**config.mk**
```make
export PLATFORM = sky130hd
export DESIGN_NAME = alu_issue_unit
export DESIGN_NICKNAME = d
export VERILOG_FILES = /design/src/rtl/alu_issue_unit.sv
export SDC_FILE = /design/constraint.sdc
export NUM_CORES = 1
export LEC_CHECK = 0
export ABC_AREA = 1
export CAP_MARGIN = 10
export CELL_PAD_IN_SITES_DETAIL_PLACEMENT = 0
export CELL_PAD_IN_SITES_GLOBAL_PLACEMENT = 1
export CORE_MARGIN = 5
export CORE_UTILIZATION = 38
export CTS_CLUSTER_SIZE = 24
export DETAILED_ROUTE_END_ITERATION = 12
export PLACE_DENSITY_LB_ADDON = 0.1
export SLEW_MARGIN = 20
export SYNTH_ARGS = -nofsm -noshare
export SYNTH_HDL_FRONTEND = slang
export SYNTH_SLANG_ARGS = --single-unit
```
**constraint.sdc**
```tcl
create_clock -name clk -period 4.2 [get_ports clk]
set_input_delay 0.84 -clock clk [delete_from_list [all_inputs] [get_ports clk]]
set_output_delay 0.84 -clock clk [all_outputs]
set_load 0.02 [all_outputs]
```
**src/rtl/alu_issue_unit.sv**
```systemverilog
// alu_issue_unit: queues ALU requests in a small FIFO, drives registered operands to a
// combinational ALU, waits one settle cycle, then returns the 64-bit result with its tag.
// Optional build macro: SEL_CHECK_EN rejects selects above MAX_SEL without touching the ALU
// and answers with rsp_result=0, rsp_err=1.
module alu_issue_unit #(
  parameter int unsigned DATA_W  = 32,
  parameter int unsigned SEL_W   = 5,
  parameter int unsigned TAG_W   = 4,
  parameter int unsigned DEPTH   = 4,
  parameter int unsigned MAX_SEL = 14
) (
  input  logic                clk,
  input  logic                rst_n,
  input  logic                req_valid,
  output logic                req_ready,
  input  logic [DATA_W-1:0]   req_a,
  input  logic [DATA_W-1:0]   req_b,
  input  logic [SEL_W-1:0]    req_sel,
  input  logic [TAG_W-1:0]    req_tag,
  output logic [DATA_W-1:0]   alu_a,
  output logic [DATA_W-1:0]   alu_b,
  output logic [SEL_W-1:0]    alu_sel,
  input  logic [2*DATA_W-1:0] alu_out,
  output logic                rsp_valid,
  input  logic                rsp_ready,
  output logic [2*DATA_W-1:0] rsp_result,
  output logic [TAG_W-1:0]    rsp_tag,
  output logic                rsp_err,
  output logic                busy
);

  localparam int unsigned PTR_W = $clog2(DEPTH);
  localparam int unsigned CNT_W = PTR_W + 1;

  // Elaboration-time parameter sanity checks.
  if (DEPTH < 2 || (DEPTH & (DEPTH - 1)) != 0) begin : gen_depth_check
    $error("DEPTH must be a power of two >= 2");
  end
  if (MAX_SEL >= 2**SEL_W) begin : gen_max_sel_check
    $error("MAX_SEL does not fit in SEL_W bits");
  end

  typedef enum logic [1:0] {StIdle, StExec, StResp} state_e;

  state_e state_q, state_d;

  logic [DATA_W-1:0] fifo_a_q   [DEPTH];
  logic [DATA_W-1:0] fifo_b_q   [DEPTH];
  logic [SEL_W-1:0]  fifo_sel_q [DEPTH];
  logic [TAG_W-1:0]  fifo_tag_q [DEPTH];

  logic [PTR_W-1:0] wptr_q, rptr_q;
  logic [CNT_W-1:0] count_q;

  logic [DATA_W-1:0]   alu_a_q, alu_b_q;
  logic [SEL_W-1:0]    alu_sel_q;
  logic [TAG_W-1:0]    tag_q;
  logic [2*DATA_W-1:0] rsp_result_q;
  logic [TAG_W-1:0]    rsp_tag_q;
  logic                rsp_err_q;

  logic push, pop, fifo_empty;
  logic load_alu, load_err, capture;
  logic head_illegal;

  logic [DATA_W-1:0] head_a, head_b;
  logic [SEL_W-1:0]  head_sel;
  logic [TAG_W-1:0]  head_tag;

  assign fifo_empty = (count_q == '0);
  assign req_ready  = (count_q != CNT_W'(DEPTH));
  assign push       = req_valid && req_ready;

  assign head_a   = fifo_a_q[rptr_q];
  assign head_b   = fifo_b_q[rptr_q];
  assign head_sel = fifo_sel_q[rptr_q];
  assign head_tag = fifo_tag_q[rptr_q];

`ifdef SEL_CHECK_EN
  assign head_illegal = (head_sel > SEL_W'(MAX_SEL));
`else
  assign head_illegal = 1'b0;
`endif

  // FIFO storage: data needs no reset, validity is tracked by count_q.
  always_ff @(posedge clk) begin
    if (push) begin
      fifo_a_q[wptr_q]   <= req_a;
      fifo_b_q[wptr_q]   <= req_b;
      fifo_sel_q[wptr_q] <= req_sel;
      fifo_tag_q[wptr_q] <= req_tag;
    end
  end

  // FIFO pointers and occupancy; simultaneous push and pop leaves count unchanged.
  always_ff @(posedge clk or negedge rst_n) begin
    if (!rst_n) begin
      wptr_q  <= '0;
      rptr_q  <= '0;
      count_q <= '0;
    end else begin
      if (push) wptr_q <= wptr_q + PTR_W'(1);
      if (pop)  rptr_q <= rptr_q + PTR_W'(1);
      case ({push, pop})
        2'b10:   count_q <= count_q + CNT_W'(1);
        2'b01:   count_q <= count_q - CNT_W'(1);
        default: count_q <= count_q;
      endcase
    end
  end

  // FSM state register.
  always_ff @(posedge clk or negedge rst_n) begin
    if (!rst_n) state_q <= StIdle;
    else        state_q <= state_d;
  end

  // Next state and datapath strobes; a pop either issues to the ALU or, for an
  // illegal select, answers directly with an error response.
  always_comb begin
    state_d  = state_q;
    pop      = 1'b0;
    load_alu = 1'b0;
    load_err = 1'b0;
    capture  = 1'b0;
    unique case (state_q)
      StIdle: begin
        if (!fifo_empty) begin
          pop = 1'b1;
          if (head_illegal) begin
            load_err = 1'b1;
            state_d  = StResp;
          end else begin
            load_alu = 1'b1;
            state_d  = StExec;
          end
        end
      end
      StExec: begin
        capture = 1'b1;
        state_d = StResp;
      end
      StResp: begin
        if (rsp_ready) begin
          if (!fifo_empty) begin
            pop = 1'b1;
            if (head_illegal) begin
              load_err = 1'b1;
              state_d  = StResp;
            end else begin
              load_alu = 1'b1;
              state_d  = StExec;
            end
          end else begin
            state_d = StIdle;
          end
        end
      end
      default: state_d = StIdle;
    endcase
  end

  // ALU operand registers and response capture; ALU registers only change on a legal pop.
  always_ff @(posedge clk or negedge rst_n) begin
    if (!rst_n) begin
      alu_a_q      <= '0;
      alu_b_q      <= '0;
      alu_sel_q    <= '0;
      tag_q        <= '0;
      rsp_result_q <= '0;
      rsp_tag_q    <= '0;
      rsp_err_q    <= 1'b0;
    end else begin
      if (load_alu) begin
        alu_a_q   <= head_a;
        alu_b_q   <= head_b;
        alu_sel_q <= head_sel;
        tag_q     <= head_tag;
      end
      if (capture) begin
        rsp_result_q <= alu_out;
        rsp_tag_q    <= tag_q;
        rsp_err_q    <= 1'b0;
      end else if (load_err) begin
        rsp_result_q <= '0;
        rsp_tag_q    <= head_tag;
        rsp_err_q    <= 1'b1;
      end
    end
  end

  assign alu_a      = alu_a_q;
  assign alu_b      = alu_b_q;
  assign alu_sel    = alu_sel_q;
  assign rsp_valid  = (state_q == StResp);
  assign rsp_result = rsp_result_q;
  assign rsp_tag    = rsp_tag_q;
  assign rsp_err    = rsp_err_q;
  assign busy       = !fifo_empty || (state_q != StIdle);

endmodule
```
### After elaboration in Yosys (flattened, before gate mapping)

Memory sizes are Yosys's and may differ from the RTL's. A register that Yosys moved wholly into a read port is not among the register bits.
Cells that the tools add are included.

* $add $sub $neg: 4
* mux-type cells: 14
* equal/unequal tests: 7
* reductions and logical operators: 12

Operators with widths (number)
* 64-bit 2-to-1 mux: 1
* 1-bit 2-to-1 mux: 7
* 2-bit one-hot mux with 3 select lines: 1
* 3-bit one-hot mux with 2 select lines: 1
* 1-bit zero test: 5
* 2-bit by 1-bit adder with 2-bit output (second input constant): 2
* 2-bit by 1-bit equality test with 1-bit output (second input constant): 2
* 2-bit equality test (second input constant): 2
* 2-bit 2-to-1 mux: 2
* 4-bit 2-to-1 mux: 1
* 2-bit nonzero test: 2
* 3-bit by 1-bit adder with 3-bit output (second input constant): 1
* 3-bit zero test: 1
* 3-bit != test (second input constant): 1
* 3-bit by 1-bit subtractor with 3-bit output (second input constant): 1
* 2-bit zero test: 1
* 2-bit by 1-bit != test with 1-bit output (second input constant): 1
* 2-bit != test (second input constant): 1
* 1-bit one-hot mux with 2 select lines: 1
* 2-bit AND reduction: 1
* 1-bit logical AND: 1
* 1-bit logical OR: 1

* memories kept: 4
* output and inout port bits: 141
* bits in registers: 78
* RAM bits: 292

Memories
* fifo_a_q: words 4, bits a word 32, read ports 1, clocked after memory_dff 1, wr ports 1, line 47 `logic [DATA_W-1:0] fifo_a_q [DEPTH];`
* fifo_b_q: words 4, bits a word 32, read ports 1, clocked after memory_dff 1, wr ports 1, line 48 `logic [DATA_W-1:0] fifo_b_q [DEPTH];`
* fifo_sel_q: words 4, bits a word 5, read ports 1, clocked after memory_dff 1, wr ports 1, line 49 `logic [SEL_W-1:0] fifo_sel_q [DEPTH];`
* fifo_tag_q: words 4, bits a word 4, read ports 1, clocked after memory_dff 1, wr ports 1, line 50 `logic [TAG_W-1:0] fifo_tag_q [DEPTH];`

### Longest topological paths before layout

Gate-level depths: netlist of run 1.

* word-level depth: 6
* gate-level depth with buffers: 11
* gate-level depth less buffers: 10

### Worst setup path before layout of run 1

OpenSTA, ideal clock, no wires.

* kind: input -> register
* from: in req_valid
* to: mem fifo_a_q[0][0] (enable)
* arrival time: 4064 ps
* cell stages on the path: 2
* setup slack: -368 ps
* setup time: 505 ps
* path through: nand2_1 -> nor2_1

* word-level cells in the longest chain between the ends: 3

Ends and longest elaborated chain
* start: declaration: line 14 `input logic req_valid,`
* 1-bit logical AND: line 72 `assign push = req_valid && req_ready;`
* 1-bit 2-to-1 mux: line 87 `if (push) begin`
* 1-bit 2-to-1 mux (implied by the code): line 88 `fifo_a_q[wptr_q] <= req_a;`
* end: declaration: line 47

No other way between the ends.

### Worst setup path in the final report of run 1

* from: reg state_q[0]
* to: out busy

* word-level cells in the longest chain between the ends: 2

Ends and longest elaborated chain
* start: declaration: line 45 `state_e state_q, state_d;`
* start signal: assignment: line 114 `if (!rst_n) state_q <= StIdle;`
* start signal: assignment: line 115 `else state_q <= state_d;`
* 2-bit nonzero test: line 199 `assign busy = !fifo_empty || (state_q != StIdle);`
* 1-bit logical OR: line 199
* end: declaration: line 29 `output logic busy`

No other way between the ends.

==> results.md, run 1 <==
| Step | Parameter | This run |
| --- | --- | --- |
| cts | Max H-tree Level | 2 |
| logic synthesis | Cell types with the largest area share after synthesis | sky130_fd_sc_hd__edfxtp_1 48%, sky130_fd_sc_hd__dfrtp_1 21%, sky130_fd_sc_hd__nand2_1 15%, sky130_fd_sc_hd__inv_1 6.3%, sky130_fd_sc_hd__nand3_1 6.0% |
| cts | Total of cells resized after clock tree synthesis | 0 |
| status | Run status | complete, no violations |
| grt | Global-route wire length before repair | 72.27 mm |
| logic synthesis | Most area-hungry cell type in the Yosys netlist | sky130_fd_sc_hd__edfxtp_1 |
| cts | Hold-fix buffer count after cts | 0 |
| critical path | Setup crit end kind | primary output |
| cts | Clock sink count | 442 |
| critical path | Category of the most critical setup path | flip-flop to primary output |
| cts | Bufs on Longest Clock Path | 3 |
| placed design | Weighted congestion reported at the end of routability-driven placement | 0.7256 |
| sta | Slew of the pin with the lowest slew margin | 1.034 ns |
| layout | Area delta synth->final | 26.89% |
| critical path | Reg-to-reg critical path startpoint | rptr_q[0]$_DFFE_PN0P_ |
| logic synthesis | Post-Synth Adder-Cell Area | 0.4548% |
| grt | Met3 track demand over resource in global routing | 4.273% |
| critical path | Worst setup path start | state_q[0]$_DFFE_PN0P_ |
| routing | Average routed wire per standard cell | 16.73 um |
| logic synthesis | Main synth FF type | sky130_fd_sc_hd__edfxtp_1 |
| routing | Number of design rule violations left after detail routing | 0 |
| job | Number of maximum-capacitance violations | 0 |
| logic synthesis | Portion of synthesized cell area occupied by the leading cell type | 48.29% |
| logic synthesis | Library cells used by synthesis | 21 |
| placed design | Pre-CTS setup slack | 1.383 ns |
| grt | Antenna violations before repair | 6 |
| power and ir drop | Power per cell area | 758.5 nW/um^2 |
| routing | Remaining antenna violation count after routing | 0 |
| die | Number of top-level pins | 282 |
| logic synthesis | Average size of a mapped cell | 10.00 um^2 |
| logic synthesis | Synthesized Nets | 1962 |
| grt | Leftover overflow at the end of global routing | 0 |
| cts | Root buffer selected by CTS | sky130_fd_sc_hd__clkbuf_16 |
| critical path | Required arrival time at the worst endpoint | 3.36 ns |
| placed design | Number of port buffers | 280 |
| critical path | CP max-delay cell | sky130_fd_sc_hd__dfrtp_2 |
| critical path | Register-to-register setup slack | 1.72 ns |
| critical path | Kind of start point of the critical path | flip-flop |
| logic synthesis | Synth Area in Compound Gates | 0.1585% |
| sta | Count of final max-slew check failures | 0 |
| sta | Hold_ws | 0.3173 ns |
| critical path | Critical path cell sequence | nor2_1 > nand2_1 > clkdlybuf4s50_1 |
| critical path | Arrival time at the worst endpoint | 2.21 ns |
| grt | Via count of the first global-routing pass | 12200 |
| grt | Largest net degree at the start of global routing | 86 |
| sta | Normalized max-slew margin | 31.05% |
| logic synthesis | Post-synthesis sequential area ratio | 68.96% |
| placed design | Post-detail-place hpwl | 25.86 mm |
| grt | Met2 track demand over resource | 29.69% |
| die | Die area | 52250 um^2 |
| cts | Buffer count from post-CTS setup fixing | 0 |
| critical path | Maximum single-stage delay on the critical path | 0.82 ns |
| grt | GR met1 Demand/Resource | 22.32% |
| cts | Clock tree from TritonCTS | yes |
| logic synthesis | Number of warning messages in the yosys log | 0 |
| critical path | End of the worst register-to-register path | alu_b[28]$_DFFE_PN0P_ |
| logic synthesis | Mux share of post-synthesis cell area | 0% |
| routing | Total number of vias | 12320 |
| grt | Global routing usage summed across all routing layers | 17.48% |
| routing | Detailed-route vias per instance | 4.510 |
| sta | Final critical-path share of the clock period | 72.69% |
| logic synthesis | Synthesized-area fraction occupied by xor and xnor cells | 0.1929% |
| logic synthesis | Most numerous cell in the Yosys netlist | sky130_fd_sc_hd__nand2_1 |
| critical path | Logic depth of the worst register-to-register path | 6 |
| routing | Routed WL | 45.69 mm |
| die | Die Width | 228.6 um |
| sta | Final period demand of the worst path | 3.053 ns |
| power and ir drop | Leak pwr | 10.62 nW |
| die | Core region area | 47550 um^2 |
| grt | Most Crowded Layer GR | met2 |
| sta | Final Hold Viols | 0 |
| layout | Final design instance area without fill | 23040 um^2 |
| critical path | Crit Path Max Fanout | 37 |
| placed design | DP Area | 21580 um^2 |
| die | Vert. Die Dim | 228.6 um |
| sta | Highest clock frequency the design can meet | 327.6 MHz |
| routing | Violation count after the first detailed-routing iteration | 709 |
| cts | Worst-path clk slew | 0.06 ns |
| power and ir drop | Worst-case vdd ir drop | 582.9 uV |
| logic synthesis | Proportion of register bits with asynchronous set or reset after synthesis | 33.94% |
| sta | Fin Clk Skew | 0.01180 ns |
| routing | Pre-antenna DRT Iters | 5 |
| cts | Total CTS buffers | 48 |
| power and ir drop | Sum of internal, switching and leakage power | 17.48 mW |
| logic synthesis | Synth top cells by count | 737 x sky130_fd_sc_hd__nand2_1, 303 x sky130_fd_sc_hd__inv_1, 292 x sky130_fd_sc_hd__edfxtp_1 |
| logic synthesis | Dominant combinational cell family by area after synthesis | simple AND/OR/NAND/NOR gates |
| sta | RSZ-0062 raised after global routing | no |
| cts | Clock latency at the later pin of the worst-skew pair | 0.58 ns |
| logic synthesis | Post-Syn Instances | 1815 |
| logic synthesis | Combined area of all synthesized cells | 18160 um^2 |
| worst hold path | Worst min-delay path class | input port to async pin |
| die | Starting density of the core | 38.19% |
| logic synthesis | Seq cells post-synth | 442 |
| logic synthesis | Number of flops mapped to enable cells by yosys | 292 |
| layout | Fraction of layout instances using a drive strength above 1 | 4.539% |
| die | Row cnt | 80 |
| sta | Number of setup violations in the final report | 0 |
| logic synthesis | Fraction of the mapped netlist area in simple logic gates | 21.45% |
| sta | Minimum setup slack in the final design | 1.147 ns |
| layout | Finished Core Util | 48.46% |
| layout | # nets final | 2222 |
logic make-up (layout without fill, tap and decap cells):
group	Yosys count	in the layout
AND/OR/NAND/NOR	963	963
adder cells (fa/ha/maj)	6	6
flip-flops	442	442
other	1	2
AO/OA/AOI/OAI	3	3
XOR/XNOR	4	4
buffers and inverters	396	696
metrics by stage:
step                std cells  setup TNS [ns]
finish                   2731               0
floorplan                1815         -107.60
global placement         2640               0
global route             2731               0
detailed placement       2640               0
CTS                      2730               0
power breakdown:
part	internal [mW]	switching (mW)
logic	2.49	4.27
registers	6.03	0.755
clock network	2.28	1.64
total	10.8	6.67
per-layer routing:
metal | up-vias | wire length, um
met3 | 71 | 2429
met4 | 10 | 1022
met5 | - | 67
li1 | 6162 | -
met2 | 271 | 22070
met1 | 5802 | 20100
layout make-up:
type	count	area, um^2
well taps	615	769.5
fillers	4447	24510
inverters	309	1164
clock inverters	11	87.58
repair buffers	297	3032
flip-flops and latches	442	12530
clock buffers	79	1369
diodes	1	2.502
multi-input cells	977	4085
critical path: cells and delay by family, from the launching register on:
kind	cells	cell delay, ns
buf+inv	1	0.62
flops	1	0.82
simple gates	2	0.20
worst max-delay path by stage:
| stage | to | slack, ns | cells after the start |
|---|---|---|---|
| 3_5_place_dp | count_q[2]$_DFFE_PN0P_ | 1.38 | 7 |
| 5_1_grt | busy | 1.04 | 3 |
| 2_1_floorplan | fifo_a_q[0][0]$_DFFE_PP_ | -0.37 | 2 |
| 6_report | busy | 1.15 | 3 |
| 4_1_cts | busy | 1.08 | 3 |
| 3_3_place_gp | count_q[2]$_DFFE_PN0P_ | 1.42 | 7 |
sequential cells by signal, indices dropped and copies added, names as in the netlist:
name / cells
fifo_a_q: 128
fifo_b_q: 128
rsp_result: 64
alu_a: 32
alu_b: 32
fifo_sel_q: 20
fifo_tag_q: 16
alu_sel: 5
rsp_tag: 4
tag_q: 4
count_q: 3
rptr_q: 2
state_q: 2
wptr_q: 2
placed cells by master, fill, tap and decap left out, types with 3 or more instances in the layout:
cell type                         netlist  layout
sky130_fd_sc_hd__nand2_1              737     735
sky130_fd_sc_hd__inv_1                303     303
sky130_fd_sc_hd__edfxtp_1             292     292
sky130_fd_sc_hd__clkdlybuf4s50_1        0     279
sky130_fd_sc_hd__nand3_1              218     218
sky130_fd_sc_hd__dfrtp_1              150     147
sky130_fd_sc_hd__clkbuf_16              0      49
sky130_fd_sc_hd__clkbuf_1              24      27
sky130_fd_sc_hd__buf_4                  1       9
sky130_fd_sc_hd__buf_12                 0       8
sky130_fd_sc_hd__clkinv_2               0       6
sky130_fd_sc_hd__nor2_4                 1       5
sky130_fd_sc_hd__ha_1                   5       5
sky130_fd_sc_hd__inv_2                  6       4
sky130_fd_sc_hd__nor2_1                 7       3
sky130_fd_sc_hd__xor2_1                 3       3
sky130_fd_sc_hd__clkbuf_8               0       3
Power figures use the tool's default switching activity.
==> run 2, diff against run 1 <==
CORE_UTILIZATION = 42   (was 38)
clock period = 2.9 ns   (was 4.2 ns; I/O delays follow)
==> results.md, run 2 (synthesized netlist as in run 1, its figures left out) <==
| Step | Parameter | This run | vs previous |
| --- | --- | --- | --- |
| routing | Remaining antenna violation count after routing | 0 | unchanged |
| die | Die area | 47490 um^2 | -9.1% |
| layout | Fraction of layout instances using a drive strength above 1 | 5.385% | +0.85 points |
| sta | RSZ-0062 raised after global routing | no |  |
| worst hold path | Hold path depth | 2 |  |
| cts | Max H-tree Level | 2 | unchanged |
| sta | Normalized max-slew margin | 35.91% | +4.9 points |
| grt | Global routing usage summed across all routing layers | 18.58% | +1.1 points |
| die | Row cnt | 76 | -5.0% |
| critical path | CP max-delay cell | sky130_fd_sc_hd__dfrtp_2 |  |
| layout | Most common cell after layout, fill and taps aside | sky130_fd_sc_hd__nand2_1 |  |
| power and ir drop | Power per cell area | 1110 nW/um^2 | +46% |
| routing | Number of design rule violations left after detail routing | 0 | unchanged |
| sta | Highest clock frequency the design can meet | 368.6 MHz |  |
| layout | # nets final | 2227 | +0.23% |
| cts | Clock latency at the later pin of the worst-skew pair | 0.57 ns | about the same |
| die | Vert. Die Dim | 217.9 um | -4.7% |
| die | Starting density of the core | 42.34% | +4.1 points |
| die | Number of top-level pins | 282 | unchanged |
| routing | Violation count after the first detailed-routing iteration | 749 | +5.6% |
| layout | Top library cells by usage in the layout, fill and taps aside | 735 x sky130_fd_sc_hd__nand2_1, 303 x sky130_fd_sc_hd__inv_1, 292 x sky130_fd_sc_hd__edfxtp_1, 279 x sky130_fd_sc_hd__clkdlybuf4s50_1, 218 x sky130_fd_sc_hd__nand3_1 |  |
| sta | Final period demand of the worst path | 2.713 ns |  |
| cts | Bufs on Longest Clock Path | 3 | unchanged |
| sta | Final critical-path share of the clock period | 93.54% |  |
| cts | Total CTS buffers | 46 | -4.2% |
| worst hold path | Hold path startpoint | rsp_result[20]$_DFFE_PN0N_ |  |
| sta | Fin Clk Skew | 0.01610 ns | +0.004295 ns |
| sta | Slew of the pin with the lowest slew margin | 0.9614 ns | -0.07283 ns |
| routing | Routed WL | 44.64 mm | -2.3% |
| worst hold path | Worst min-delay path class | flip-flop to flip-flop |  |
| critical path | Register-to-register setup slack | 0.75 ns | -0.97 ns |
| critical path | Critical path cell sequence | nor2_1 > nand2_1 > clkdlybuf4s50_1 |  |
| critical path | Buffers & Inverters on Critical Path | 1 | unchanged |
| power and ir drop | Leak pwr | 10.75 nW | +1.2% |
| critical path | Crit Path Max Fanout | 34 | -8.1% |
| power and ir drop | Worst-case vdd ir drop | 712.5 uV | +22% |
| sta | Count of final max-slew check failures | 0 | unchanged |
| placed design | Number of port buffers | 280 | unchanged |
| critical path | Logic depth of the worst register-to-register path | 5 | -1 |
| cts | Buffer count from post-CTS setup fixing | 0 | unchanged |
| critical path | Required arrival time at the worst endpoint | 2.32 ns | -1.04 ns |
| routing | Total number of vias | 12360 | +0.34% |
| routing | Pre-antenna DRT Iters | 5 | unchanged |
| grt | Global-route wire length before repair | 69.52 mm | -3.8% |
| cts | Root buffer selected by CTS | sky130_fd_sc_hd__clkbuf_16 |  |
| critical path | Arrival time at the worst endpoint | 2.13 ns | -0.08 ns |
| grt | Via count of the first global-routing pass | 12110 | -0.69% |
| critical path | Category of the most critical setup path | flip-flop to primary output |  |
| grt | Antenna violations before repair | 2 | -4 |
| job | Number of maximum-capacitance violations | 0 | unchanged |
| layout | Area delta synth->final | 28.15% |  |
| critical path | Maximum single-stage delay on the critical path | 0.77 ns | -0.05 ns |
| critical path | Setup crit end kind | primary output |  |
| routing | Detailed-route vias per instance | 4.572 | +1.4% |
| placed design | Weighted congestion reported at the end of routability-driven placement | 0.7746 | +6.8% |
| grt | Largest net degree at the start of global routing | 149 | +73% |
| grt | Leftover overflow at the end of global routing | 0 | unchanged |
| sta | Final Hold Viols | 0 | unchanged |
| critical path | Kind of start point of the critical path | flip-flop |  |
| routing | Average routed wire per standard cell | 16.51 um | -1.3% |
| placed design | Post-detail-place hpwl | 26.72 mm | +3.3% |
| critical path | Worst setup path start | state_q[0]$_DFFE_PN0P_ |  |
| status | Run status | complete, no violations |  |
| critical path | Crit-path leading delay family | flip-flops |  |
| cts | Clock sink count | 442 | unchanged |
| critical path | End of the worst register-to-register path | alu_b[4]$_DFFE_PN0P_ |  |
| worst hold path | Worst Hold End | rsp_result[20]$_DFFE_PN0N_ |  |
| placed design | Number of placed cells counting well taps | 2616 | -0.91% |
| cts | Worst-path clk slew | 0.06 ns | about the same |
| layout | Number of standard cells in the final layout excluding fillers | 2703 | -1.0% |
| sta | Accumulated negative setup slack | 0 ns | unchanged |
| sta | Number of setup violations in the final report | 0 | unchanged |
| cts | Clock tree from TritonCTS | yes |  |
| die | Die Width | 217.9 um | -4.7% |
| die | Core region area | 42890 um^2 | -9.8% |
| critical path | Reg-to-reg critical path startpoint | state_q[0]$_DFFE_PN0P_ |  |
run 2: cell types whose count changed in the layout (fill, tap and decap cells not counted), sizes merged:
cell,change
bufinv,+4
clkbuf,-15
dlygate4sd3,+1
buf,+6
clkinv,+5
inv,-1
clkinvlp,+2
run 2: worst max-delay path by stage:
| stage | end | slack (ns) | depth (start not counted) |
|---|---|---|---|
| after floorplan | fifo_a_q[0][0]$_DFFE_PP_ | -0.39 | 4 |
| after global placement | alu_a[10]$_DFFE_PN0P_ | 0.54 | 6 |
| after detailed placement | alu_b[4]$_DFFE_PN0P_ | 0.47 | 6 |
| after CTS | busy | 0.15 | 3 |
| after global routing | busy | 0.07 | 3 |
| final | busy | 0.19 | 3 |
run 2: per-stage QoR:
stage	worst slack, ns	hold WS, ns	utilization, %	instance area, um^2	total power, mW
6_report	0.1873	0.4669	54.26	23270	25.82
3_5_place_dp	0.4665	0.4579	50.57	21690	20.11
2_1_floorplan	-0.3927	0.2844	-	18170	15.77
5_1_grt	0.06836	0.4873	54.26	23270	27.63
4_1_cts	0.1479	0.4728	54.25	23270	26.27
3_3_place_gp	0.5363	0.4523	50.57	21690	19.96
run 2: routing by layer:
metal | track usage [%] | part of all wire (%) | vias up
met4 | 5.150 | 2.0 | 2
li1 | - | - | 6166
met3 | 3.790 | 5.8 | 56
met5 | 0 | 0.029 | -
met1 | 25.56 | 45 | 5838
met2 | 30.30 | 47 | 296
run 2: power by group:
part | internal (mW) | switching (mW)
clock network | 3.65 | 2.39
registers | 8.73 | 0.896
logic | 3.76 | 6.40
total | 16.1 | 9.69
run 2: timing repair:
| item | CTS | global route |
|---|---|---|
| hold endpoints to repair | 14 | 0 |
| hold buffers | 1 | 0 |
| resized for setup | 0 | 0 |
run 2: worst reg2reg max path, stage by stage, from the launching register on:
cell	delay, ns
sky130_fd_sc_hd__dfrtp_2	0.64
sky130_fd_sc_hd__o21bai_4	0.30
sky130_fd_sc_hd__nor2_4	0.12
sky130_fd_sc_hd__buf_4	0.75
sky130_fd_sc_hd__nand2_1	0.18
sky130_fd_sc_hd__nand2_1	0.09
run 2: final cells by class:
type | count | area, um^2
Fill cell | 3697 | 19620
Clock buffer | 64 | 1330
Inverter | 309 | 1164
Sequential cell | 442 | 12530
Clock inverter | 21 | 237.7
Tap cell | 585 | 732.0
Timing Repair Buffer | 304 | 3187
Antenna cell | 1 | 2.502
Multi-Input combinational cell | 977 | 4085
==> run 3, diff against run 2 <==
GPL_TIMING_DRIVEN = 0   (was unset)
==> results.md, run 3 (synthesized netlist as in run 1, its figures left out) <==
| Step | Parameter | This run | vs previous |
| --- | --- | --- | --- |
| die | Starting density of the core | 42.34% | unchanged |
| cts | Bufs on Longest Clock Path | 3 | unchanged |
| sta | Slew of the pin with the lowest slew margin | 0.7129 ns | -0.2485 ns |
| die | Die Width | 217.9 um | unchanged |
| routing | Total number of vias | 12780 | +3.4% |
| routing | Routed WL | 47.08 mm | +5.5% |
| sta | Number of setup violations in the final report | 0 | unchanged |
| sta | Normalized max-slew margin | 52.47% | +17 points |
| routing | Violation count after the first detailed-routing iteration | 699 | -6.7% |
| worst hold path | Hold path startpoint | rsp_result[49]$_DFFE_PN0N_ |  |
| critical path | Required arrival time at the worst endpoint | 2.32 ns | about the same |
| critical path | Category of the most critical setup path | flip-flop to primary output |  |
| power and ir drop | Power per cell area | 1114 nW/um^2 | +0.36% |
| sta | Fin Clk Skew | 0.01838 ns | +0.002284 ns |
| grt | Global-route wire length before repair | 72.87 mm | +4.8% |
| critical path | Worst setup path start | state_q[0]$_DFFE_PN0P_ |  |
| grt | Leftover overflow at the end of global routing | 0 | unchanged |
| cts | Clock latency at the later pin of the worst-skew pair | 0.58 ns | about the same |
| power and ir drop | Worst-case vdd ir drop | 576.9 uV | -19% |
| sta | Accumulated negative setup slack | 0 ns | unchanged |
| critical path | Crit Path Max Fanout | 10 | -71% |
| grt | Largest net degree at the start of global routing | 83 | -44% |
| cts | Buffer count from post-CTS setup fixing | 0 | unchanged |
| critical path | Arrival time at the worst endpoint | 2.20 ns | +0.07 ns |
| layout | Final antenna diode count | 0 | -1 |
| routing | Pre-antenna DRT Iters | 5 | unchanged |
| power and ir drop | Leak pwr | 10.98 nW | +2.1% |
| layout | Finished Core Util | 55.05% | +0.79 points |
| critical path | Crit-path leading delay family | buffers and inverters |  |
| cts | Max H-tree Level | 2 | unchanged |
| critical path | Maximum single-stage delay on the critical path | 0.66 ns | -0.11 ns |
| power and ir drop | Portion of total power attributed to combinational logic | 41.7% | +2.4 points |
| die | Row cnt | 76 | unchanged |
| die | Vert. Die Dim | 217.9 um | unchanged |
| sta | Final Hold Viols | 0 | unchanged |
| routing | Detailed route wirelength on metal2 | 22.57 mm | +7.9% |
| status | Run status | complete, no violations |  |
| routing | Top Metal Used | met5 |  |
| grt | Via count of the first global-routing pass | 12710 | +4.9% |
| power and ir drop | Clock network fraction of design power | 22.4% | -1.0 points |
| die | Core region area | 42890 um^2 | unchanged |
| cts | Total CTS buffers | 47 | +2.2% |
| layout | FF/Latch Area | 12520 um^2 | about the same |
| power and ir drop | Register share of total power | 36.0% | -1.3 points |
| critical path | Total stage count of the critical path | 4 | +1 |
| critical path | Critical path cell sequence | buf_2 > clkbuf_2 > nor2_1 > clkdlybuf4s50_1 |  |
| sta | Final critical-path share of the clock period | 95.72% | +2.2 points |
| routing | Number of design rule violations left after detail routing | 0 | unchanged |
| die | Number of top-level pins | 282 | unchanged |
| worst hold path | Worst min-delay path class | flip-flop to flip-flop |  |
| layout | Top library cells by usage in the layout, fill and taps aside | 737 x sky130_fd_sc_hd__nand2_1, 303 x sky130_fd_sc_hd__inv_1, 292 x sky130_fd_sc_hd__edfxtp_1, 279 x sky130_fd_sc_hd__clkdlybuf4s50_1, 218 x sky130_fd_sc_hd__nand3_1 |  |
| layout | Area delta synth->final | 30.02% |  |
| placed design | DP Area | 22090 um^2 | +1.8% |
| die | Die area | 47490 um^2 | unchanged |
| routing | Remaining antenna violation count after routing | 0 | unchanged |
| cts | Clock tree from TritonCTS | yes |  |
| critical path | Reg-to-reg critical path startpoint | count_q[0]$_DFFE_PN0P_ |  |
| layout | # nets final | 2308 | +3.6% |
| cts | Root buffer selected by CTS | sky130_fd_sc_hd__clkbuf_16 |  |
| critical path | Logic depth of the worst register-to-register path | 7 | +2 |
| sta | RSZ-0062 raised after global routing | no |  |
| power and ir drop | Sum of internal, switching and leakage power | 26.29 mW | +1.8% |
| power and ir drop | Power spent charging and discharging nets | 9.989 mW | +3.1% |
| routing | Metal3 WL | 3.216 mm | +24% |
| grt | Antenna violations before repair | 3 | +1 |
| layout | Filler cell count in the final layout | 3810 | +3.1% |
| placed design | Number of port buffers | 280 | unchanged |
| worst hold path | Hold path depth | 2 | unchanged |
| layout | Most common cell after layout, fill and taps aside | sky130_fd_sc_hd__nand2_1 |  |
| layout | Final design instance area without fill | 23610 um^2 | +1.5% |
| sta | Final period demand of the worst path | 2.776 ns | +0.06328 ns |
| routing | Detailed-route vias per instance | 4.593 | +0.45% |
| layout | Area of the multi-input gates | 4075 um^2 | -0.25% |
| placed design | Post-detail-place hpwl | 32.20 mm | +21% |
| job | Number of maximum-capacitance violations | 0 | unchanged |
| routing | Post-route met1 wirelength | 20.10 mm | -0.55% |
| power and ir drop | Total internal power | 16.30 mW | +1.1% |
| cts | Worst-path clk slew | 0.06 ns | about the same |
| sta | Highest clock frequency the design can meet | 360.2 MHz | -2.3% |
| grt | Global routing usage summed across all routing layers | 19.73% | +1.2 points |
| critical path | CP max-delay cell | sky130_fd_sc_hd__clkdlybuf4s50_1 |  |
| critical path | Setup crit end kind | primary output |  |
| critical path | Kind of start point of the critical path | flip-flop |  |
| layout | Fraction of layout instances using a drive strength above 1 | 6.827% | +1.4 points |
| routing | Average routed wire per standard cell | 16.92 um | +2.5% |
| cts | Clock sink count | 442 | unchanged |
| power and ir drop | Switching share of total power | 37.99% | +0.47 points |
| critical path | Buffers & Inverters on Critical Path | 3 | +2 |
| sta | Count of final max-slew check failures | 0 | unchanged |
| placed design | Weighted congestion reported at the end of routability-driven placement | 0.7818 | +0.93% |
-- run 3: changes by cell type in the layout (fill, tap and decap cells not counted), sizes merged --
cell      delta
buf         +56
clkbuf      +29
clkinvlp     -3
clkinv       -2
bufinv       -1
diode        -1
inv          +1
-- run 3: power groups by stage --
stage | sequential, mW | combinational [mW] | clock (mW)
5_1_grt | 9.65 | 12.2 | 6.33
6_report | 9.46 | 11.0 | 5.88
2_1_floorplan | 10.7 | 5.09 | 0
3_5_place_dp | 9.57 | 11.2 | 0
4_1_cts | 9.47 | 11.2 | 6.05
3_3_place_gp | 9.66 | 10.7 | 0
-- run 3: final timing paths --
path	endpoint	slack (ns)
max in group asynchronous	alu_a[2]$_DFFE_PN0P_	1.46
min in group asynchronous	rsp_result[50]$_DFFE_PN0N_	0.58
worst max-delay path	rsp_valid	0.12
worst min register to register	rsp_result[49]$_DFFE_PN0N_	0.47
worst max register to register	fifo_b_q[1][1]$_DFFE_PP_	0.52
worst min-delay path	rsp_result[49]$_DFFE_PN0N_	0.47
-- run 3: repair_timing --
action | in CTS | in global routing
hold endpoints to repair | 39 | 0
hold buffers | 1 | 0
resized for setup | 2 | 0
setup endpoints to repair | 2 | 0
-- run 3: tightest hold or removal path: cells and delay by family (launching register included) --
family / cells / cell delay (ns)
flip-flops: 1 / 0.34
AND/OR/NAND/NOR: 2 / 0.10
-- run 3: cell type report --
type / count / area share (%)
buffer: 87 / 1.834
clock buffer: 69 / 5.639
clock inverter: 16 / 0.7526
inverter: 309 / 4.913
multi-input combinational: 977 / 17.26
sequential: 442 / 53.04
tap: 585 / 3.100
timing repair buffer: 297 / 13.46
-- run 3: metal layers --
| metal | vias up | GRT usage [%] |
|---|---|---|
| li1 | 6342 | - |
| met1 | 6021 | 25.40 |
| met2 | 332 | 33.10 |
| met3 | 76 | 5.234 |
| met4 | 6 | 5.736 |
| met5 | - | 0 |
-- run 3: through the flow --
step,worst slack (ns),hold WS (ns),cells
global route,0.02230,0.4864,2782
global placement,-5.489,0.4526,2680
CTS,0.07957,0.4718,2782
floorplan,-0.3927,0.2844,1815
finish,0.1240,0.4665,2782
detailed placement,0.01007,0.4580,2696
